<file path="config.mk">
export PLATFORM = sky130hd
export DESIGN_NAME = countdown_timer
export DESIGN_NICKNAME = d
export VERILOG_FILES = /design/src/rtl/countdown_timer.sv
export SDC_FILE = /design/constraint.sdc
export NUM_CORES = 1
export LEC_CHECK = 0
export BUFFER_PORTS_ARGS = -buffer_cell sky130_fd_sc_hd__buf_2
export CAP_MARGIN = 20
export CORE_MARGIN = 1.5
export CORE_UTILIZATION = 57
export CTS_CLUSTER_SIZE = 28
export DETAILED_ROUTE_END_ITERATION = 6
export PLACE_DENSITY = 0.8
export SYNTH_ARGS = -nofsm -noshare
export SYNTH_HDL_FRONTEND = slang
export SYNTH_SLANG_ARGS = --single-unit
</file>
<file path="constraint.sdc">
create_clock -name timer_clk -period 5.8 [get_ports timer_clk]
set_clock_uncertainty 0.15 [all_clocks]
set_input_delay 0.87 -clock timer_clk [delete_from_list [all_inputs] [get_ports timer_clk]]
set_output_delay 0.87 -clock timer_clk [all_outputs]
set_load 0.1 [all_outputs]
</file>
<file path="src/rtl/countdown_timer.sv">
// countdown_timer: HH:MM:SS countdown held as six 7-bit digit codes.
// Loads are validated against the digit code table and time ranges.
// Counting is enabled by start and paused by stop; each tick subtracts
// one second with a borrow chain across the digits. Reaching 00:00:00
// enters DONE and pulses done for one cycle.
module countdown_timer (
    input  logic        timer_clk,
    input  logic        int_reset_b,
    input  logic        tick,
    input  logic        load,
    input  logic [41:0] load_digits,
    input  logic        start,
    input  logic        stop,
    output logic [41:0] digits_out,
    output logic        running,
    output logic        done,
    output logic        load_err
);

    localparam logic [1:0] ST_IDLE  = 2'd0;
    localparam logic [1:0] ST_RUN   = 2'd1;
    localparam logic [1:0] ST_PAUSE = 2'd2;
    localparam logic [1:0] ST_DONE  = 2'd3;

    localparam logic [6:0] SEG_0 = 7'b0000001;
    localparam logic [6:0] SEG_1 = 7'b1001111;
    localparam logic [6:0] SEG_2 = 7'b0010010;
    localparam logic [6:0] SEG_3 = 7'b0000110;
    localparam logic [6:0] SEG_4 = 7'b1011100;
    localparam logic [6:0] SEG_5 = 7'b0110100;
    localparam logic [6:0] SEG_6 = 7'b0110000;
    localparam logic [6:0] SEG_7 = 7'b0001111;
    localparam logic [6:0] SEG_8 = 7'b0010000;
    localparam logic [6:0] SEG_9 = 7'b0010100;

    localparam logic [3:0]  VAL_ILLEGAL = 4'hF;
    localparam logic [41:0] ZERO_COUNT  = {6{SEG_0}};

    // Code to numeric value; VAL_ILLEGAL for anything outside the table.
    function automatic logic [3:0] seg_to_val(input logic [6:0] seg);
        logic [3:0] v;
        case (seg)
            SEG_0:   v = 4'd0;
            SEG_1:   v = 4'd1;
            SEG_2:   v = 4'd2;
            SEG_3:   v = 4'd3;
            SEG_4:   v = 4'd4;
            SEG_5:   v = 4'd5;
            SEG_6:   v = 4'd6;
            SEG_7:   v = 4'd7;
            SEG_8:   v = 4'd8;
            SEG_9:   v = 4'd9;
            default: v = VAL_ILLEGAL;
        endcase
        return v;
    endfunction

    function automatic logic [6:0] val_to_seg(input logic [3:0] v);
        logic [6:0] seg;
        case (v)
            4'd0:    seg = SEG_0;
            4'd1:    seg = SEG_1;
            4'd2:    seg = SEG_2;
            4'd3:    seg = SEG_3;
            4'd4:    seg = SEG_4;
            4'd5:    seg = SEG_5;
            4'd6:    seg = SEG_6;
            4'd7:    seg = SEG_7;
            4'd8:    seg = SEG_8;
            4'd9:    seg = SEG_9;
            default: seg = SEG_0;
        endcase
        return seg;
    endfunction

    logic [1:0]  state_q, state_d;
    logic [41:0] digits_q, digits_d;
    logic        done_q, done_d;
    logic        load_err_q, load_err_d;

    logic [3:0]  ht_v, ho_v, mt_v, mo_v, st_v, so_v;
    logic [6:0]  hr_val;
    logic        load_ok;

    logic [41:0] dec_digits;
    logic [3:0]  dig_v;
    logic        borrow;

    assign ht_v = seg_to_val(load_digits[41:35]);
    assign ho_v = seg_to_val(load_digits[34:28]);
    assign mt_v = seg_to_val(load_digits[27:21]);
    assign mo_v = seg_to_val(load_digits[20:14]);
    assign st_v = seg_to_val(load_digits[13:7]);
    assign so_v = seg_to_val(load_digits[6:0]);

    assign hr_val = 7'(ht_v) * 7'd10 + 7'(ho_v);

    // Load image must use legal codes with tens-of-minutes/seconds <= 5 and hours <= 23.
    always_comb begin
        load_ok = (ht_v != VAL_ILLEGAL) && (ho_v != VAL_ILLEGAL) &&
                  (mt_v != VAL_ILLEGAL) && (mo_v != VAL_ILLEGAL) &&
                  (st_v != VAL_ILLEGAL) && (so_v != VAL_ILLEGAL) &&
                  (mt_v <= 4'd5) && (st_v <= 4'd5) && (hr_val <= 7'd23);
    end

    // One-second decrement: ripple a borrow from sec_ones up to hr_tens.
    always_comb begin
        dec_digits = digits_q;
        borrow     = 1'b1;
        dig_v      = '0;
        for (int unsigned i = 0; i < 6; i++) begin
            if (borrow) begin
                dig_v = seg_to_val(digits_q[7*i +: 7]);
                if (dig_v == VAL_ILLEGAL) begin
                    // Corrupted digit recovers to zero and absorbs the borrow.
                    dec_digits[7*i +: 7] = SEG_0;
                    borrow               = 1'b0;
                end else if (dig_v != 4'd0) begin
                    dec_digits[7*i +: 7] = val_to_seg(dig_v - 4'd1);
                    borrow               = 1'b0;
                end else if (i == 5) begin
                    borrow = 1'b0;
                end else if ((i == 1) || (i == 3)) begin
                    dec_digits[7*i +: 7] = SEG_5;
                end else begin
                    dec_digits[7*i +: 7] = SEG_9;
                end
            end
        end
    end

    // Control: load (outside RUN) beats stop, stop beats tick/start.
    always_comb begin
        state_d    = state_q;
        digits_d   = digits_q;
        done_d     = 1'b0;
        load_err_d = 1'b0;
        if (load && (state_q != ST_RUN)) begin
            if (load_ok) begin
                digits_d = load_digits;
                state_d  = ST_IDLE;
            end else begin
                // Back-to-back rejected loads still give a single-cycle pulse.
                load_err_d = ~load_err_q;
            end
        end else if (state_q == ST_RUN) begin
            if (stop) begin
                state_d = ST_PAUSE;
            end else if (tick) begin
                digits_d = dec_digits;
                if (dec_digits == ZERO_COUNT) begin
                    state_d = ST_DONE;
                    done_d  = 1'b1;
                end
            end
        end else if (start && ((state_q == ST_IDLE) || (state_q == ST_PAUSE)) &&
                     (digits_q != ZERO_COUNT)) begin
            state_d = ST_RUN;
        end
    end

    // State and output registers with asynchronous active-low reset.
    always_ff @(posedge timer_clk or negedge int_reset_b) begin
        if (!int_reset_b) begin
            state_q    <= ST_IDLE;
            digits_q   <= ZERO_COUNT;
            done_q     <= 1'b0;
            load_err_q <= 1'b0;
        end else begin
            state_q    <= state_d;
            digits_q   <= digits_d;
            done_q     <= done_d;
            load_err_q <= load_err_d;
        end
    end

    assign digits_out = digits_q;
    assign running    = (state_q == ST_RUN);
    assign done       = done_q;
    assign load_err   = load_err_q;

endmodule

</file>
==> Word level (Yosys, flattened, before mapping) <==
Memories as Yosys holds them, arrays and structs flattened.
Index checks and enable logic that the tools add are counted.
{ "word_totals": {"ff_bits": 46, "romBits": 672, "elab_cells": 254, "n_memories": 6} }
{ "op_classes": {"addsub": 7, "mul": 1, "n_lt_le_gt_ge": 3, "eq_ne": 141, "muxes": 67, "n_bitwise": 1, "reduce_logical": 24} }
{ "mem_list": {"columns": ["memory", "words", "width", "read_ports", "rd_clocked_by_memory_dff", "write_ports", "line_no", "rtl"], "rows": [
  ["(name not given)", 16, 7, 1, 0, 0, "60", "case (v)"],
  ["(name not given)", 16, 7, 1, 0, 0, "60", null],
  ["(name not given)", 16, 7, 1, 0, 0, "60", null],
  ["(name not given)", 16, 7, 1, 0, 0, "60", null],
  ["(name not given)", 16, 7, 1, 0, 0, "60", null],
  ["(name not given)", 16, 7, 1, 0, 0, "60", null]
]} }
{ "ops": {"columns": ["cell", "count"], "rows": [
  ["$pmux 4 s10", 12],
  ["$eq 7x5->1 const B", 36],
  ["$mux 42", 5],
  ["$eq 7x6->1 const B", 24],
  ["$eq 7x7->1 const B", 24],
  ["$mux 7", 17],
  ["$eq 7x1->1 const B", 12],
  ["$eq 7x3->1 const B", 12],
  ["$eq 7x4->1 const B", 12],
  ["$eq 42x36->1 const B", 1],
  ["$ne 42x36->1 const B", 1],
  ["$eq 4x4->1 const B", 6],
  ["$ne 4x4->1 const B", 6],
  ["$reduce_bool 4->1", 6],
  ["$sub 4x1->4 const B", 6],
  ["$mux 1", 21],
  ["$mux 4", 5],
  ["$mux 2", 7],
  ["$logic_and 1x1->1", 11],
  ["$le 4x3->1 const B", 2],
  ["$reduce_and 4->1", 2],
  ["$add 7x4->7", 1],
  ["$le 7x5->1 const B", 1],
  ["$mul 4x3->6 const B", 1],
  ["other kinds (11)", 13]
]} }

==> Logic depth before layout (Yosys ltp) <==
An unclocked memory read counts as a cell.
{ "logic_depth": {"word_depth": 37, "depth_mapped": 20, "ltp_nobuf": 17} }

==> Least setup slack after synthesis <==
No wires, ideal clock.
{ "synth_timing": {"path_kind": "in2reg", "start": "input port load_digits[35]", "end": "register digits_q[32] (netlist: digits_out[32])", "arrival_time_ps": 4701, "required_time_ps": 5572, "slack_ps": 870, "path_stages": 19, "path_cell_list": "clkbuf_1 nor3b_1 nand3_1 a21boi_0 nor2_1 or3_1 ha_1 ha_1 inv_1 fa_1 xor2_1 a211oi_1 nand4b_1 nor4_1 a21o_1 buf_2 buf_1 nor2_1 a21oi_1"} }
{ "synth_between": {"elab_chain_cells": 13, "word_cells_on_any_way": 25} }
{ "synth_lines": {"columns": ["item", "line_no", "rtl"], "rows": [
  ["from (decl)", "11", "input logic [41:0] load_digits,"],
  ["$eq 7x5->1 (tied with other cells)", "42", "case (seg)"],
  ["$pmux 4 s10 *", "42", null],
  ["branches (longest 8 deep; another with $add 7x4->7)", null, null],
  ["$logic_and 1x1->1 *", "103", "(mt_v <= 4'd5) && (st_v <= 4'd5) && (hr_val <= 7'd23);"],
  ["$ne 2x2->1 (no source line) *", null, null],
  ["$reduce_and 4->1 (no source line) *", null, null],
  ["to (signal assigned)", "171", "digits_q <= digits_d;"],
  ["to (decl)", "77", "logic [41:0] digits_q, digits_d;"]
]} }
Mark *: on every way between the ends.
A chain may end at the register's enable or synchronous reset.

==> Worst setup path after layout <==
{ "layout_timing": {"start": "input port load_digits[35]", "end": "register digits_q[36] (netlist: digits_out[36])"} }
The elaborated chain is that of the path after synthesis.

==> flow_summary.json <==
{
  "comb_power_share": 0.704,
  "synth_top_area_frac": 0.164,
  "power_density_nw_per_um2": 552,
  "dp.cells": 1032,
  "clockBufferDepth": 2,
  "p_int_mw": 1.27,
  "synth_cells": 846,
  "area_delta_synth_final_pct": 9.97,
  "crit_type": "input pin to flip-flop",
  "port_buffers": 92,
  "worstPathArrival_ps": 5380,
  "io_pins": 93,
  "routed_via_density": 6.60,
  "dominantRegCellSynth": "dfrtp_1",
  "coreArea_sq_um": 10400,
  "cp.required_ps": 5840,
  "cts_resized": 0,
  "setup_tns_ps": 0,
  "slew_headroom": 0.264,
  "drv_cap": 0,
  "period_share": 0.920,
  "synth-async-reset-ratio": 1.00,
  "finalSetupViolCount": 0,
  "max_freq_mhz": 187,
  "syn-num-nets": 911,
  "netSwitchingPower_mw": 2.43,
  "seqPwrFrac": 0.241,
  "dp_hpwl_um": 13800,
  "seq_area_frac_synth": 0.190,
  "endpoint_kind": "flip-flop",
  "ys_ff_latch": 46,
  "grt_pass1_wl_um": 29800,
  "hp-class": "input pin to asynchronous set/reset pin",
  "crit_path_cell_trace": "buf_2, or3b_2, nor3_1, nand2b_1, o31ai_1, a21o_1, ha_1, ha_1, inv_1, fa_1, xor2_1, a211oi_1, nand4b_1, nor4_1, a21o_2, o21ai_0, a22o_1",
  "grt_max_degree": 47,
  "diodes": 0,
  "rsz0062_at_grt": "false",
  "synth_enable_flop_cells": 0,
  "layout_commonest_cell": "buf_2",
  "drtPass1Iterations": 5,
  "wl_per_cell_um": 17.5,
  "r2r_cells": 12,
  "post_cts.repair.setup_buffers": 0,
  "clk_latency_ps": 300,
  "synth_area_sq_um": 6100,
  "slowest_delay_ps": 550,
  "cts_buffers": 5,
  "status": "finished clean",
  "routed_wl_um": 18300,
  "crit_start": "load_digits[35]",
  "p_leak_nw": 2.78,
  "crit_buf_inv": 2,
  "cp_top_family": "compound AO/OA/AOI/OAI gates",
  "fp.dieW_um": 106,
  "num_vias": 6868,
  "antenna_found_initial": 0,
  "peakVddDrop_mv": 0.479,
  "finalHoldViolCount": 0,
  "r2r_slack_ps": 1420,
  "drtIter0Drc": 578,
  "clockPowerShare": 0.055,
  "switching_share": 0.656,
  "stdcell_count": 1041,
  "yosysTopAreaCell": "dfrtp_1",
  "worst_pin_slew_ps": 1090,
  "ys_top_cells_by_area": "dfrtp_1, nand2_1, o21ai_0",
  "drive_above_1_share": 0.170,
  "worstReg2RegEnd": "done$_DFF_PN0_",
  "layout_min_cycle_time_ps": 5340,
  "overflow": 0,
  "finalMaxSlewViolations": 0,
  "clk_pin_slew_worst_paths_ps": 90,
  "avgSynthCellArea_sq_um": 7.21,
  "drt_drc_violations_left": 0,
  "detail-route-antenna-nets": 0,
  "yosysWarnings": 0,
  "place_congestion": 1.03,
  "start_util": 0.588,
  "grt_pass1_vias": 5948,
  "reg2reg_from": "digits_out[22]$_DFFE_PN0P_",
  "nets": 969,
  "clock-root-buffer": "clkbuf_8",
  "htreeDepth": 2,
  "die-area_sq_um": 11300,
  "worst_path_max_delay_cell": "a21o_2",
  "setup.worst_path.start_class": "input pin",
  "crit_fanout": 25,
  "clkSinkCount": 46,
  "final_cell_mix": "buf_2, nand2_1, nor2_1, o21ai_0, a21oi_1",
  "crit_top_cell": "ha_1",
  "rows": 37,
  "synth_cell_types": 91,
  "tritoncts": "yes",
  "holdBufCountCts": 0,
  "hold_slack_ps": 249,
  "die-height_um": 106,
  "track_usage": 0.321
}
Yosys cell counts, types with 9 or more instances:
cell / number
nand2_1: 85
nor2_1: 71
o21ai_0: 56
a21oi_1: 55
clkbuf_1: 42
inv_1: 41
dfrtp_1: 40
nor3_1: 28
nand3_1: 22
nand2b_1: 20
a22o_1: 18
nor3b_1: 18
a31oi_1: 17
nor4_1: 17
o211ai_1: 16
ha_1: 15
a211oi_1: 13
a21o_1: 13
mux2i_1: 12
nor2b_1: 11
or3b_2: 11
and3_1: 10
o31ai_1: 10
xor2_1: 10
nand4b_1: 9
or3_1: 9
per-layer routing:
metal / routed length [um] / vias up / global-route usage
li1: - / 3308 / -
met1: 8290 / 3206 / 0.471
met2: 8120 / 322 / 0.500
met3: 1490 / 32 / 0.0368
met4: 372 / 0 / 0.0857
met5: 0 / - / 0
metrics by stage:
step                total power, mW  instance area [sq um]  worst slack, ps   util
global placement               3.44                   6590              390  0.636
floorplan                      2.97                   6100              870      -
detailed placement             3.45                   6590              291  0.636
CTS                            3.66                   6690              573  0.645
finish                         3.70                   6710              464  0.647
global route                   3.93                   6710              136  0.647
final cells by class:
cell class,instances,area (sq um)
Clock inverter,1,5.00
Clock buffer,7,86.3
Inverter,41,154
Timing Repair Buffer,102,548
Multi-Input combinational cell,708,4580
Fill cell,958,3660
Sequential cell,46,1160
Tap cell,136,170
power groups by stage:
stage | clock, mW | combinational (mW) | sequential (mW)
final | 0.205 | 2.60 | 0.893
after floorplan | 0 | 1.32 | 1.65
after global placement | 0 | 2.56 | 0.880
after global routing | 0.222 | 2.78 | 0.931
after detailed placement | 0 | 2.57 | 0.880
after CTS | 0.207 | 2.58 | 0.874
worst max path at each step:
stage | end | slack (ps) | cells past startpoint
5_1_grt | digits_out[36]$_DFFE_PN0P_ | 140 | 17
4_1_cts | digits_out[17]$_DFFE_PN0P_ | 570 | 17
6_report | digits_out[36]$_DFFE_PN0P_ | 460 | 17
3_5_place_dp | digits_out[17]$_DFFE_PN0P_ | 290 | 17
3_3_place_gp | digits_out[17]$_DFFE_PN0P_ | 390 | 17
2_1_floorplan | digits_out[32]$_DFFE_PN0P_ | 870 | 19
registers in the layout (all words and copies together) (netlist names):
signal      count
done            1
digits_out     42
state_q         2
load_err        1
logic make-up after synthesis:
| group | synth area share |
|---|---|
| multiplexers | 0.0326 |
| adder cells (fa/ha/maj) | 0.0373 |
| AND/OR/NAND/NOR | 0.342 |
| flip-flops | 0.190 |
| buffers and inverters | 0.0589 |
| AO/OA/AOI/OAI | 0.313 |
| XOR/XNOR | 0.0259 |
(Power assumes the default switching activity.)
